===== src/rtl/vscale_htif_tohost_monitor.sv =====
// HTIF tohost monitor: round-robin polls each core's tohost CSR over the PCR
// request/response channel and keeps sticky pass/fail/timeout status for the run.
module vscale_htif_tohost_monitor #(
  parameter int                    NUM_CORES    = 2,
  parameter int                    PCR_WIDTH    = 64,
  parameter int                    ADDR_WIDTH   = 12,
  parameter logic [ADDR_WIDTH-1:0] TOHOST_ADDR  = 12'h780,
  parameter int                    CYCLE_WIDTH  = 64,
  parameter bit                    STOP_ON_FAIL = 1'b1,
  localparam int                   CORE_W       = (NUM_CORES > 1) ? $clog2(NUM_CORES) : 1
) (
  input  logic                   clk,
  input  logic                   reset,
  input  logic                   enable,
  input  logic [CYCLE_WIDTH-1:0] max_cycles,
  output logic                   req_valid,
  input  logic                   req_ready,
  output logic                   req_rw,
  output logic [ADDR_WIDTH-1:0]  req_addr,
  output logic [PCR_WIDTH-1:0]   req_data,
  output logic [CORE_W-1:0]      req_core,
  input  logic                   resp_valid,
  output logic                   resp_ready,
  input  logic [PCR_WIDTH-1:0]   resp_data,
  output logic [NUM_CORES-1:0]   core_done,
  output logic [NUM_CORES-1:0]   core_fail,
  output logic                   all_done,
  output logic                   any_fail,
  output logic                   timeout,
  output logic [CORE_W-1:0]      fail_core,
  output logic [PCR_WIDTH-2:0]   fail_code,
  output logic [CYCLE_WIDTH-1:0] cycle_count
);

  typedef enum logic [1:0] {IDLE, REQ, WAIT, DONE} state_t;

  state_t                   state, state_next;
  logic [CORE_W-1:0]        ptr, ptr_next;
  logic [NUM_CORES-1:0]     done_next, fail_next;
  logic [CORE_W-1:0]        fail_core_next;
  logic [PCR_WIDTH-2:0]     fail_code_next;
  logic                     all_done_next, timeout_next;
  logic [CYCLE_WIDTH-1:0]   count_next;

  logic                     resp_nonzero, resp_is_fail;
  logic [NUM_CORES-1:0]     ptr_onehot;
  logic                     found;
  logic [CORE_W-1:0]        next_idx, idx_c;

  assign req_valid  = (state == REQ);
  assign resp_ready = (state == WAIT) && enable;
  assign req_rw     = 1'b0;
  assign req_addr   = TOHOST_ADDR;
  assign req_data   = '0;
  assign req_core   = ptr;
  assign any_fail   = |core_fail;

  always_comb begin
    state_next     = state;
    ptr_next       = ptr;
    done_next      = core_done;
    fail_next      = core_fail;
    fail_core_next = fail_core;
    fail_code_next = fail_code;
    all_done_next  = all_done;
    timeout_next   = timeout;
    count_next     = cycle_count;
    resp_nonzero   = |resp_data;
    resp_is_fail   = |resp_data[PCR_WIDTH-1:1];
    ptr_onehot     = NUM_CORES'(1) << ptr;
    found          = 1'b0;
    next_idx       = ptr;
    idx_c          = ptr;

    if (enable && state != DONE) begin
      count_next = (&cycle_count) ? cycle_count : cycle_count + CYCLE_WIDTH'(1);
      case (state)
        IDLE: state_next = REQ;
        REQ:  if (req_ready) state_next = WAIT;
        WAIT: begin
          if (resp_valid) begin
            if (resp_nonzero) done_next = core_done | ptr_onehot;
            if (resp_is_fail) begin
              fail_next = core_fail | ptr_onehot;
              if (core_fail == '0) begin
                fail_core_next = ptr;
                fail_code_next = resp_data[PCR_WIDTH-1:1];
              end
            end
            // Scan forward from ptr+1, wrapping back to ptr itself last.
            for (int i = 1; i <= NUM_CORES; i++) begin
              idx_c = CORE_W'((int'(ptr) + i) % NUM_CORES);
              if (!found && !done_next[idx_c]) begin
                found    = 1'b1;
                next_idx = idx_c;
              end
            end
            if ((STOP_ON_FAIL && resp_is_fail) || !found) begin
              state_next    = DONE;
              all_done_next = 1'b1;
            end else begin
              state_next = REQ;
              ptr_next   = next_idx;
            end
          end
        end
        default: state_next = state;
      endcase
      // A response completing the run on this edge takes priority over the budget.
      if (max_cycles != '0 && cycle_count == max_cycles && !all_done_next) begin
        timeout_next = 1'b1;
        state_next   = DONE;
        count_next   = cycle_count;
      end
    end
  end

  // Synchronous active-low reset abandons any outstanding request.
  always_ff @(posedge clk) begin
    if (!reset) begin
      state       <= IDLE;
      ptr         <= '0;
      core_done   <= '0;
      core_fail   <= '0;
      fail_core   <= '0;
      fail_code   <= '0;
      all_done    <= 1'b0;
      timeout     <= 1'b0;
      cycle_count <= '0;
    end else begin
      state       <= state_next;
      ptr         <= ptr_next;
      core_done   <= done_next;
      core_fail   <= fail_next;
      fail_core   <= fail_core_next;
      fail_code   <= fail_code_next;
      all_done    <= all_done_next;
      timeout     <= timeout_next;
      cycle_count <= count_next;
    end
  end

endmodule


===== config.mk =====
export PLATFORM = sky130hd
export DESIGN_NAME = vscale_htif_tohost_monitor
export DESIGN_NICKNAME = d
export VERILOG_FILES = /design/src/rtl/vscale_htif_tohost_monitor.sv
export SDC_FILE = /design/constraint.sdc
export NUM_CORES = 1
export LEC_CHECK = 0
export CORE_UTILIZATION = 42
export DETAILED_ROUTE_END_ITERATION = 12
export HOLD_SLACK_MARGIN = 0.06
export PLACE_DENSITY = 0.87
export SYNTH_ARGS = -nofsm -noshare
export SYNTH_HDL_FRONTEND = slang
export SYNTH_SLANG_ARGS = --single-unit

===== constraint.sdc =====
create_clock -name clk -period 3 [get_ports clk]
set_input_delay 0.6 -clock clk [delete_from_list [all_inputs] [get_ports clk]]
set_output_delay 0.6 -clock clk [all_outputs]
set_load 0.1 [all_outputs]

==> reports/metrics.yaml <==
worst_hold_path:
  hp-class: "reg -> reg"
yosys:
  synth_top_area_share_pct: 36.3
  yosys-top-cells-count: "nand2_1 (179), dfxtp_1 (137), a21oi_1 (100)"
  synthArstFlopShare_pct: 0
  ys_seq_area_share_pct: 36.3
  ys_seq_elements: 137
  yosysMostFrequentCell: "nand2_1"
  synth_top_area_cell: "dfxtp_1"
  syn_inst: 977
  synthFlopType: "dfxtp_1"
  synth_edf_count: 0
  syn_avg_cell_area_sq_um: 7.73
  synthTopCellsByArea: "dfxtp_1 (36%), nand2_1 (8.9%), buf_4 (7.8%)"
  ys.warnings.count: 0
  ys_types: 47
  synthesis.area_sq_um: 7560
cells_and_area:
  final_nets: 1477
  insertedDiodeCount: 0
  area_delta_synth_final_pct: 51.4
  fin_area_sq_um: 11400
  post-route-util_pct: 65.7
  num-fill-cells: 1474
  final_layout_size_suffix_gt1_share_pct: 25.8
clock_tree:
  h-tree-depth: 4
  cts_buffers: 17
  insertion_delay_ps: 410
  cts_tree: "yes"
  clkTransAtPathRegs_ps: 60
  hold_buffers: 0
  post_cts_buffers: 0
  clkSinkCount: 137
  clockRootBuffer: "clkbuf_16"
  clockBufferDepth: 2
setup_path:
  cp-startpoint: "max_cycles[8]"
  r2r-start: "cycle_count[17]"
  worstPathArrival_ps: 3220
  r2r_end: "cycle_count[61]"
  critPathMaxFanout: 26
  cp-endpoint: "cycle_count[10]"
  reg2reg_slack_ps: 100
  critical_path.endpoint_type: "flip-flop"
  worstPathRequired_ps: 3320
  reg2reg_depth: 8
  path_class: "in -> reg"
  startpoint_type: "input port"
sta:
  whs_ps: 453
  fmax_ghz: 0.345
  relSlewSlack_pct: 66.1
  finalWorstSetupSlack_ps: 100
  period_share_pct: 96.7
  drv_slew: 0
  fin_crit_ps: 2900
  hold_viol: 0
  setup_viol: 0
  rsz0062_at_grt: "yes"
  worst_slew_pin_slew_ps: 507
  fin_skew_ps: 10.8
routing:
  num_vias: 8495
  initialDrtViolationCount: 753
  detail_route.first_pass.iterations: 5
  drcViolationCount: 0
  ant_nets: 0
  drt-total-wl_mm: 27.4
  vias_per_cell: 5.39
  wire_per_inst_um: 17.4
global_routing:
  grt_max_degree: 48
  met3_usage_pct: 5.37
  busiest_layer: "met2"
  grt_use_met2_pct: 46.4
  grt_pass1_vias: 7714
  overflow: 0
  grt_pass1_wl_mm: 40.9
  use_met1_pct: 37.4
  grt_usage_pct: 28.6
  antenna_found_initial: 0
power_and_ir_drop:
  clock_power_share_pct: 43.6
  combPwrFrac_pct: 19.7
  intPower_mw: 3.46
  pwr_density_cell_nw_per_um2: 437
  seqPwrFrac_pct: 36.8
  p_switching_mw: 1.54
  ir_worst_vdd_v: 0.000446
  leakage_nw: 4.68
  p_sw_share_pct: 30.8
floorplanning:
  pin_count: 348
  die_h_um: 136
  initial_utilization_pct: 43.4
  fp.dieW_um: 136
  core.rowCount: 48
  dieArea_sq_um: 18500
  core_area_sq_um: 17400
placement:
  pre_cts_slack_ps: -492
  hpwl_mm: 21.0
  port_buffers: 270
  gp_congestion: 0.958
  placedInstanceArea_sq_um: 10800
run_status:
  status: "completed"
run:
  max_cap_violations: 0
[final cells by class]
| cell class | instances | area (sq um) | share of cell area (%) |
|---|---|---|---|
| Tap cell | 225 | 282 | 2.46 |
| Timing Repair Buffer | 391 | 3350 | 29.3 |
| Sequential cell | 137 | 2800 | 24.5 |
| Multi-Input combinational cell | 765 | 4300 | 37.6 |
| Clock buffer | 19 | 443 | 3.87 |
| Clock inverter | 13 | 168 | 1.47 |
| Inverter | 26 | 98.8 | 0.864 |
[power by group through the flow]
stage	clock [mW]	sequential [mW]	combinational (mW)
floorplan	0	1.92	0.637
global placement	0	1.88	0.962
detailed placement	0	1.88	0.967
CTS	2.21	1.84	0.971
global route	2.30	1.84	1.02
finish	2.18	1.84	0.983
[placed cells by master (no fill, tap or decap), types with 16 or more instances in the layout]
master           instances
nand2_1                178
dfxtp_1                 99
nor4_1                  55
o21ai_0                 19
dfxtp_2                 34
conb_1                  77
a21oi_1                100
xor2_1                  56
nor2_1                  41
mux2i_1                 16
buf_4                  251
or3_1                   19
clkdlybuf4s50_1        131
nand3_1                 25
inv_1                   25
nand2b_1                26
nand4_1                 34
clkbuf_16               17
[logic make-up (layout without fill, tap and decap cells)]
group	Yosys count	in the layout	synth area share (%)
other	2	77	0.0994
AND/OR/NAND/NOR	450	450	30.2
adder cells (fa/ha/maj)	6	6	0.994
XOR/XNOR	61	61	7.07
AO/OA/AOI/OAI	155	155	11.7
multiplexers	16	16	2.12
flip-flops	137	137	36.3
buffers and inverters	150	449	11.5
[worst max-delay path, stage by stage]
cell	delay (ps)
clkdlybuf4s50_1	490
nor4_2	290
buf_4	150
nand4_1	110
nor4_2	310
nor4_1	110
o211ai_1	170
nand2_2	160
buf_12	200
or4_1	430
a21oi_1	180
[how the worst min path moves through the flow]
stage             startpoint            end  cells past startpoint
5_1_grt        fail_code[62]  fail_code[62]                      2
3_3_place_gp   fail_code[52]  fail_code[52]                      2
2_1_floorplan       state[0]       state[0]                      4
4_1_cts        fail_code[21]  fail_code[21]                      2
3_5_place_dp   fail_code[21]  fail_code[21]                      2
6_report       fail_code[54]  fail_code[54]                      2
[state kept, by name, summed over array words and instances (netlist names)]
register	flops
timeout	1
req_core	1
all_done	1
state	2
core_done	2
fail_core	1
cycle_count	64
fail_code	63
core_fail	2
[stage by stage]
stage	power, mW	std cells	TNS [ps]
after global routing	5.16	1576	-5.93
after floorplan	2.56	1052	0
final	5.00	1576	0
after detailed placement	2.84	1544	-26120
after global placement	2.84	1544	-29270
after CTS	5.02	1576	0
[metal layers]
layer / up-vias / wire length (um)
met2: 428 / 13400
li1: 3997 / -
met4: 0 / 670
met3: 57 / 2280
met1: 4013 / 11100
met5: - / 0
[repair_timing]
action | in CTS | in global routing
pin swaps | 0 | 1
endpoints found under the setup margin | 19 | 33
resized for setup | 2 | 13
No activity file was read; power rests on OpenSTA's default activity.
